--- config.mk ---
export PLATFORM = sky130hd
export DESIGN_NAME = rob
export DESIGN_NICKNAME = d
export VERILOG_FILES = /design/src/rtl/rob_pkg.sv /design/src/rtl/rob_ptr.sv /design/src/rtl/rob.sv
export SDC_FILE = /design/constraint.sdc
export NUM_CORES = 1
export LEC_CHECK = 0
export CORE_ASPECT_RATIO = 0.7
export CORE_MARGIN = 5
export CORE_UTILIZATION = 55
export CTS_CLUSTER_DIAMETER = 100
export DETAILED_ROUTE_END_ITERATION = 16
export PLACE_DENSITY = 0.8
export SLEW_MARGIN = 20
export SYNTH_ARGS = -nofsm -noshare
export SYNTH_HDL_FRONTEND = slang
export SYNTH_HIERARCHICAL = 1
export SYNTH_SLANG_ARGS = --single-unit
--- constraint.sdc ---
create_clock -name clk -period 3.99 [get_ports clk]
set_clock_uncertainty 0.15 [all_clocks]
set_input_delay 1.197 -clock clk [delete_from_list [all_inputs] [get_ports clk]]
set_output_delay 1.197 -clock clk [all_outputs]
set_load 0.05 [all_outputs]
--- src/rtl/rob_pkg.sv ---
// Shared ROB sizing, used by rename, the execution units and the reorder buffer itself.
package rob_pkg;

  localparam int CPU_PREG_WIDTH    = 6;
  localparam int CPU_AREG_WIDTH    = 5;
  localparam int CPU_PC_WIDTH      = 12;
  localparam int CPU_ROB_ENTRIES   = 16;
  localparam int CPU_ROB_TAG_WIDTH = 4;

  // Tags double as buffer indices, so the depth has to be exactly 2**TAG_WIDTH.
  function automatic bit rob_geometry_ok(input int entries, input int tag_width);
    return entries == (1 << tag_width);
  endfunction

endpackage

--- src/rtl/rob_ptr.sv ---
// Head/tail/count bookkeeping for the reorder buffer's circular storage.
module rob_ptr
  import rob_pkg::*;
#(
  parameter int ENTRIES   = CPU_ROB_ENTRIES,
  parameter int TAG_WIDTH = CPU_ROB_TAG_WIDTH
) (
  input  logic                 clk,
  input  logic                 rst,
  input  logic                 alloc_fire,
  input  logic                 retire_fire,
  output logic [TAG_WIDTH-1:0] head,
  output logic [TAG_WIDTH-1:0] tail,
  output logic [TAG_WIDTH:0]   count,
  output logic                 full,
  output logic                 empty
);

  // Pointers wrap naturally because the depth is a power of two; count breaks the full/empty tie.
  always_ff @(posedge clk or negedge rst) begin
    if (!rst) begin
      head  <= '0;
      tail  <= '0;
      count <= '0;
    end else begin
      if (alloc_fire) tail <= tail + TAG_WIDTH'(1);
      if (retire_fire) head <= head + TAG_WIDTH'(1);
      case ({alloc_fire, retire_fire})
        2'b10:   count <= count + (TAG_WIDTH+1)'(1);
        2'b01:   count <= count - (TAG_WIDTH+1)'(1);
        default: count <= count;
      endcase
    end
  end

  // Status flags come from registered state only.
  always_comb begin
    full  = (count == (TAG_WIDTH+1)'(ENTRIES));
    empty = (count == '0);
  end

endmodule

--- src/rtl/rob.sv ---
// Reorder buffer: in-order allocation from rename, out-of-order completion, in-order retire.
module rob
  import rob_pkg::*;
#(
  parameter int PREG_WIDTH = CPU_PREG_WIDTH,
  parameter int AREG_WIDTH = CPU_AREG_WIDTH,
  parameter int PC_WIDTH   = CPU_PC_WIDTH,
  parameter int ENTRIES    = CPU_ROB_ENTRIES,
  parameter int TAG_WIDTH  = CPU_ROB_TAG_WIDTH
) (
  input  logic                  clk,
  input  logic                  rst,
  input  logic                  alloc_valid,
  output logic                  alloc_ready,
  input  logic                  alloc_has_rd,
  input  logic [AREG_WIDTH-1:0] alloc_areg,
  input  logic [PREG_WIDTH-1:0] alloc_preg,
  input  logic [PREG_WIDTH-1:0] alloc_old_preg,
  input  logic [PC_WIDTH-1:0]   alloc_pc,
  output logic [TAG_WIDTH-1:0]  alloc_tag,
  input  logic                  wb0_valid,
  input  logic                  wb1_valid,
  input  logic [TAG_WIDTH-1:0]  wb0_tag,
  input  logic [TAG_WIDTH-1:0]  wb1_tag,
  output logic                  commit_valid,
  output logic                  commit_has_rd,
  output logic [AREG_WIDTH-1:0] commit_areg,
  output logic [PREG_WIDTH-1:0] commit_preg,
  output logic [PREG_WIDTH-1:0] commit_free_preg,
  output logic [PC_WIDTH-1:0]   commit_pc,
  output logic [TAG_WIDTH:0]    count,
  output logic                  empty
);

  logic [TAG_WIDTH-1:0]  head;
  logic [TAG_WIDTH-1:0]  tail;
  logic                  full;
  logic                  alloc_fire;
  logic                  retire_fire;
  logic [ENTRIES-1:0]    valid_q;
  logic [ENTRIES-1:0]    complete_q;
  logic [ENTRIES-1:0]    wb_hit;
  logic                  has_rd_q   [ENTRIES];
  logic [AREG_WIDTH-1:0] areg_q     [ENTRIES];
  logic [PREG_WIDTH-1:0] preg_q     [ENTRIES];
  logic [PREG_WIDTH-1:0] old_preg_q [ENTRIES];
  logic [PC_WIDTH-1:0]   pc_q       [ENTRIES];

  rob_ptr #(
    .ENTRIES   (ENTRIES),
    .TAG_WIDTH (TAG_WIDTH)
  ) u_ptr (
    .clk         (clk),
    .rst         (rst),
    .alloc_fire  (alloc_fire),
    .retire_fire (retire_fire),
    .head        (head),
    .tail        (tail),
    .count       (count),
    .full        (full),
    .empty       (empty)
  );

  // Handshake and retire decisions; ready depends only on the registered count, so a same-cycle retire never frees a slot early.
  always_comb begin
    alloc_ready = !full;
    alloc_tag   = tail;
    alloc_fire  = alloc_valid && !full;
    retire_fire = valid_q[head] && complete_q[head];
  end

  // A writeback strobe only lands on an entry that is already valid, which also drops strobes aimed at the slot being allocated.
  always_comb begin
    wb_hit = '0;
    for (int i = 0; i < ENTRIES; i++) begin
      wb_hit[i] = valid_q[i] &&
                  ((wb0_valid && (wb0_tag == TAG_WIDTH'(i))) ||
                   (wb1_valid && (wb1_tag == TAG_WIDTH'(i))));
    end
  end

  // Per-entry valid/complete tracking: allocate at tail, complete on writeback, release at head on retire.
  always_ff @(posedge clk or negedge rst) begin
    if (!rst) begin
      valid_q    <= '0;
      complete_q <= '0;
    end else begin
      for (int i = 0; i < ENTRIES; i++) begin
        if (alloc_fire && (tail == TAG_WIDTH'(i))) begin
          valid_q[i]    <= 1'b1;
          complete_q[i] <= 1'b0;
        end else if (retire_fire && (head == TAG_WIDTH'(i))) begin
          valid_q[i]    <= 1'b0;
          complete_q[i] <= 1'b0;
        end else if (wb_hit[i]) begin
          complete_q[i] <= 1'b1;
        end
      end
    end
  end

  // Payload storage is only meaningful while valid, so it needs no reset.
  always_ff @(posedge clk) begin
    if (alloc_fire) begin
      has_rd_q[tail]   <= alloc_has_rd;
      areg_q[tail]     <= alloc_areg;
      preg_q[tail]     <= alloc_preg;
      old_preg_q[tail] <= alloc_old_preg;
      pc_q[tail]       <= alloc_pc;
    end
  end

  // Registered retire port: one pulse per retired entry, data holds between pulses.
  always_ff @(posedge clk or negedge rst) begin
    if (!rst) begin
      commit_valid     <= 1'b0;
      commit_has_rd    <= 1'b0;
      commit_areg      <= '0;
      commit_preg      <= '0;
      commit_free_preg <= '0;
      commit_pc        <= '0;
    end else begin
      commit_valid <= retire_fire;
      if (retire_fire) begin
        commit_has_rd    <= has_rd_q[head];
        commit_areg      <= areg_q[head];
        commit_preg      <= preg_q[head];
        commit_free_preg <= old_preg_q[head];
        commit_pc        <= pc_q[head];
      end
    end
  end

endmodule

==> summary.txt, run 1 <==
Run
  • Max-Cap Viols: 0

Routing
  • Drt total wl: 46.50 mm
  • Wire length per cell: between 20 and 30 um
  • DRT antenna net count: 0
  • Initial detailed-routing violation count: approximately 1.1k
  • Residual DRC: 0
  • Via count: 10.44k
  • DR vias/cell: 6.254
  • Number of iterations in the first detailed-routing pass: 5

Cells and area
  • Fin cells: ~1.7k
  • Final Core Density: roughly 64%
  • Commonest non-fill, non-tap cell in the layout: edfxtp_1
  • Multi-input gate area: between 5000 and 6000 um2
  • Register area: 16330 um2
  • Nets: 1142
  • Commonest cells after routing, fill and taps aside: 480 x edfxtp_1, 120 x mux4_2, 83 x clkdlybuf4s50_1
  • Share of cells above drive strength 1: 24.67%
  • Fillers: 2596
  • Number of diodes: 0
  • Area grow syn2layout: 14.07%

Synth
  • Avg Synthesized Cell Area: 22.64 um2
  • Synth Instances: between 900 and 1k
  • Synth Cell Area: between 20000 and 25000 um2
  • Ys Warns: 6
  • Syn nets: ~1.0k
  • Flops & latches, synth: around 560
  • Seq/Total Area, Yosys: between 70% and 80%
  • Post-synth cell types: 49
  • Dominant synthesized flop cell: edfxtp_1
  • Ys async rst share: a little over an eighth
  • EDFF count, synth: 480

CTS
  • CTS tree: done
  • CTS Sinks: roughly 560
  • Reg clk slew, reported paths: ~70 ps
  • Cts hold-fix bufs: 0
  • H-tree Lvls: 2
  • Clock buffer count from CTS: a little under 50
  • Root Buffer: clkbuf_16
  • Worst-Skew Late Latency: around 580 ps
  • Clock Tree Buf Depth: 3
  • Post-CTS setup buffer count: 0
  • Post_cts resized: 0

Die
  • Die X-Extent: around 250 um
  • Initial Util: approximately 56%
  • Die area: 44340 um2
  • Core box area: ~40000 um2
  • Die height: 177.7 um
  • Num rows: 61
  • I/O pin cnt: 85

Setup path
  • CP endpoint kind: output pin
  • Worst path cell trace: or3_4 -> nor3b_1 -> inv_1 -> clkdlybuf4s50_1
  • Crit start category: register
  • Crit path buffers/inverters: 2
  • Worst Path Max Fanout: 7
  • Setup CP Type: reg -> out
  • R2R depth: 11
  • Critical Path Stages: 4
  • Crit path DAT: 2480 ps
  • Slowest-stage cell, CP: clkdlybuf4s50_1
  • Top delay family on crit path: buffers and inverters
  • Required @ worst endpoint: 2640 ps
  • Slowest stage delay, CP: 700 ps

Worst hold path
  • Worst hold path depth: 1
  • Hold Path Class: reg -> reg

Timing
  • Post-route setup TNS: 0 ps
  • Slew margin rel.: between 20% and 30%
  • Fmax: roughly 260 MHz
  • Fin. Hold Viols: 0
  • Tcrit/Tclk final: 95.81%
  • Slew @ Worst Pin: 1111 ps
  • Pins Over Slew Limit: 0
  • Final Critical Period: 3823 ps
  • RSZ-0062 raised after global routing: false
  • Final setup fails: 0

Placement
  • Dpl cells: between 1.5k and 2k
  • Post-detail-place hpwl: 24.76 mm
  • GPL Wtd Cong: roughly 0.82
  • Number of I/O port buffers: 84

Pwr
  • IR drop worst, VDD: ~0.57 mV
  • Leakage power: roughly 8.3 nW
  • P per Cell Area: 744.6 nW/um2

Global route
  • Antenna violations before repair: 1
  • Gr ovfl total: 0
  • First-pass GRT wire length: between 70 and 80 mm
  • Total GRT Usage: between 20% and 30%
  • Vias in the first global route: approximately 11k
  • Largest net degree at the start of global routing: 80

Outcome
  • Status: completed
logic make-up after synthesis:
family,after synthesis,synth area share (%)
AOI/OAI and AO/OA,71,2.231
xor gates and xnor gates,12,0.4757
adders and majority gates,5,0.2832
buffers and inverters,52,2.056
DFF,556,73.85
muxes,194,19.01
and+or+nand+nor,86,2.095
worst reg2reg max path, cell delays in order, from the launching register on:
cell	delay, ps
dfrtp_4	590
mux4_1	590
and3_1	240
o41ai_4	370
inv_1	200
ha_1	320
xor2_1	200
ha_1	230
nand2b_1	80
a21oi_1	80
nor4_2	290
xor2_1	170
worst paths after layout:
path	endpoint	slack (ps)	from
max in group asynchronous	commit_preg[0]	2420	rst
min in group asynchronous	valid_q[14]	540	rst
min	commit_free_preg[5]	340	commit_free_preg[5]
min reg2reg	commit_free_preg[5]	340	commit_free_preg[5]
max	alloc_ready	170	u_ptr/count[2]
max reg2reg	u_ptr/count[4]	420	u_ptr/head[0]
report_power, final:
group	leakage (nW)	total, W	switching [W]	internal [W]
sequential	5.23	0.00783	0.000577	0.00725
clock	0.734	0.00443	0.00204	0.00239
combinational	2.38	0.00651	0.00336	0.00314
layer usage:
| metal | global-route usage [%] | vias up | share of wire (%) |
|---|---|---|---|
| met5 | 0 | - | 0.024 |
| met4 | 4.182 | 2 | 1.4 |
| met3 | 4.424 | 57 | 8.0 |
| met2 | 35.18 | 467 | 50 |
| met1 | 30.42 | 5556 | 40 |
| li1 | - | 4362 | - |
through the flow:
stage               hold WS, ps  setup WS [ps]  instance area (um2)  power [W]
global route              365.4          96.00                25200    0.01960
global placement          329.4          466.2                23710    0.01432
detailed placement        335.0          392.6                23710    0.01450
CTS                       349.3          142.7                25200    0.01893
floorplan                 313.8          195.2                22110    0.01278
finish                    341.0          167.3                25200    0.01877
registers in the layout, summed over array words and instances, names as in the netlist, 6 cells and up:
signal / cells
pc_q: 192
old_preg_q: 96
preg_q: 96
areg_q: 80
complete_q: 16
has_rd_q: 16
valid_q: 16
commit_pc: 12
commit_free_preg: 6
commit_preg: 6
cell type report:
| type | count | area share (%) |
|---|---|---|
| sequential | 556 | 64.78 |
| clock inverter | 27 | 0.7546 |
| tap | 535 | 2.656 |
| clock buffer | 65 | 5.183 |
| timing repair buffer | 116 | 4.925 |
| inverter | 3 | 0.04468 |
| multi-input combinational | 368 | 21.66 |
synth_stat cells (all sizes together) (6+ instances only):
| cell type | count | area [um2] |
|---|---|---|
| nor3 | 6 | 30.03 |
| nand2b | 8 | 50.05 |
| nand2 | 21 | 78.83 |
| edfxtp | 480 | 14410 |
| o22ai | 13 | 81.33 |
| mux4 | 158 | 3701 |
| a21o | 16 | 120.1 |
| clkbuf | 7 | 26.28 |
| nand3 | 9 | 45.04 |
| nor2 | 16 | 60.06 |
| xor2 | 7 | 61.31 |
| buf | 27 | 260.3 |
| a21oi | 19 | 95.09 |
| dfrtp | 76 | 1902 |
| mux2 | 33 | 469.2 |
| a211oi | 13 | 97.59 |
No activity file was read; power rests on OpenSTA's default activity.
==> run 2: changes to the inputs <==
--- a/config.mk
+++ b/config.mk
@@ -11,6 +11,7 @@
 export CTS_CLUSTER_DIAMETER = 100
 export DETAILED_ROUTE_END_ITERATION = 16
 export PLACE_DENSITY = 0.8
+export RECOVER_POWER = 100
 export SLEW_MARGIN = 20
 export SYNTH_ARGS = -nofsm -noshare
 export SYNTH_HDL_FRONTEND = slang
==> run 2 against run 1 <==
Combinational power shrank 7.5%; sequential cell count is the same; final area shrank 1.3%; highest routed layer unchanged.
==> summary.txt, run 2 (same netlist as run 1, synthesis figures left out) <==
Outcome
  • Status: completed

Setup path
  • Required @ worst endpoint: 2640 ps (about the same)
  • CP endpoint kind: output pin
  • Crit path from: u_ptr/count[2]
  • Crit path DAT: 2490 ps (about the same)
  • Setup CP Type: reg -> out
  • Crit path to: alloc_ready
  • Slack of the worst reg-to-reg path: 260 ps (-160 ps)
  • Reg-to-reg endpoint: u_ptr/count[4]
  • Crit start category: register
  • Worst Path Max Fanout: 7 (unchanged)
  • Reg-to-Reg Start: u_ptr/head[0]
  • R2R depth: 11 (unchanged)

Cells and area
  • Largest register FFs: 192 (unchanged)
  • Commonest cells after routing, fill and taps aside: 480 x edfxtp_1, 120 x mux4_2, 72 x dfrtp_1
  • Final Core Density: 62.65% (-0.85 points)
  • Largest register by flop count: pc_q
  • Number of diodes: 0 (unchanged)
  • Nets: 1142 (unchanged)
  • Commonest non-fill, non-tap cell in the layout: edfxtp_1
  • Largest registers: pc_q: 192 flops, old_preg_q: 96 flops, preg_q: 96 flops
  • Area grow syn2layout: 12.55%
  • Share of cells above drive strength 1: 21.85% (-2.8 points)

Timing
  • Fmax: 260.7 MHz (-0.35%)
  • Hold slack: 333.1 ps (-7.841 ps)
  • Slew margin rel.: 0.6758% (-25 points)
  • Tcrit/Tclk final: 96.14% (+0.34 points)
  • Final setup fails: 0 (unchanged)
  • Slew @ Worst Pin: 1490 ps (+379.2 ps)
  • RSZ-0062 raised after global routing: false
  • Pins Over Slew Limit: 0 (unchanged)
  • Post-route setup TNS: 0 ps (unchanged)
  • Final Critical Period: 3836 ps (+13.50 ps)
  • Fin. Hold Viols: 0 (unchanged)

Worst hold path
  • Hold Path Class: reg -> reg

Run
  • Max-Cap Viols: 0 (unchanged)

Placement
  • Number of I/O port buffers: 84 (unchanged)
  • Post-detail-place hpwl: 24.76 mm (unchanged)
  • GPL Wtd Cong: 0.8232 (unchanged)

Global route
  • Vias in the first global route: 10.81k (unchanged)
  • Total GRT Usage: 21.30% (unchanged)
  • Antenna violations before repair: 3 (+2)
  • Gr ovfl total: 0 (unchanged)
  • Largest net degree at the start of global routing: 80 (unchanged)
  • First-pass GRT wire length: 70.24 mm (unchanged)

CTS
  • Cts hold-fix bufs: 0 (unchanged)
  • Root Buffer: clkbuf_16
  • CTS tree: done
  • CTS Sinks: 556 (unchanged)
  • Clock buffer count from CTS: 49 (unchanged)
  • Worst-Skew Late Latency: 570 ps (about the same)
  • Post-CTS setup buffer count: 0 (unchanged)
  • Reg clk slew, reported paths: 70 ps (about the same)
  • H-tree Lvls: 2 (unchanged)
  • Clock Tree Buf Depth: 3 (unchanged)
  • Post_cts resized: 0 (unchanged)

Die
  • Die X-Extent: 249.6 um (unchanged)
  • Num rows: 61 (unchanged)
  • I/O pin cnt: 85 (unchanged)
  • Initial Util: 55.67% (unchanged)
  • Die area: 44340 um2 (unchanged)
  • Die height: 177.7 um (unchanged)
  • Core box area: 39690 um2 (unchanged)

Pwr
  • IR drop worst, VDD: 0.5099 mV (-11%)
  • Leakage power: 8.191 nW (-1.8%)
  • P per Cell Area: 734.2 nW/um2 (-1.4%)

Routing
  • DRT antenna net count: 0 (unchanged)
  • Via count: 10.44k (-0.057%)
  • DR vias/cell: 6.250 (about the same)
  • Wire length per cell: 27.80 um (-0.16%)
  • Initial detailed-routing violation count: 1074 (-3.6%)
  • Drt total wl: 46.43 mm (-0.16%)
  • Number of iterations in the first detailed-routing pass: 5 (unchanged)
  • Residual DRC: 0 (unchanged)
## run 2: cell types whose count changed in the layout (fill, tap and decap cells not counted), moves of 3 or more
cell,change
nor2_4,-4
nor2_1,+4
dlygate4sd3_1,+71
mux2_1,+22
buf_12,-11
buf_4,-13
mux2_4,-22
clkbuf_2,+15
clkbuf_4,+5
clkbuf_1,+3
clkdlybuf4s50_1,-71
## run 2: layout make-up
class | count | area, um2
Timing Repair Buffer | 116 | 1052
Clock inverter | 27 | 190.2
Fill cell | 2661 | 14820
Multi-Input combinational cell | 368 | 5311
Sequential cell | 556 | 16330
Tap cell | 535 | 669.4
Clock buffer | 65 | 1306
Inverter | 3 | 11.26
## run 2: where the power goes
part           leakage (nW)  switching [W]  total, W  internal, W
sequential             5.23       0.000558   0.00782      0.00727
clock                 0.734        0.00203   0.00442      0.00239
combinational          2.23        0.00327   0.00602      0.00275
## run 2: metrics by stage
stage,area (um2),worst slack [ps],std cells,total power [W]
after floorplan,22110,195.2,976,0.01278
after global placement,23710,466.2,1578,0.01432
after detailed placement,23710,392.6,1578,0.01450
after CTS,25200,142.7,1670,0.01893
after global routing,24870,63.54,1670,0.01911
final,24870,153.8,1670,0.01826
## run 2: how the worst min path moves through the flow
| stage | start | endpoint | slack, ps | cells after the start |
|---|---|---|---|---|
| floorplan | valid_q[13] | valid_q[13] | 310 | 1 |
| global placement | commit_areg[3] | commit_areg[3] | 330 | 1 |
| detailed placement | commit_free_preg[5] | commit_free_preg[5] | 330 | 1 |
| CTS | commit_free_preg[5] | commit_free_preg[5] | 350 | 1 |
| global route | commit_preg[5] | commit_preg[5] | 360 | 1 |
| finish | commit_preg[5] | commit_preg[5] | 330 | 1 |
## run 2: worst max-delay path, cell delays in order (launching register included)
cell	delay [ps]
dfrtp_1	460
or3_1	420
nor3b_1	270
inv_1	60
clkdlybuf4s50_1	700
## run 2: routing by layer
metal	global-route usage (%)	routed length (um)
met5	0	24
met4	4.182	611
met3	4.424	3639
met2	35.18	23390
met1	30.42	18760
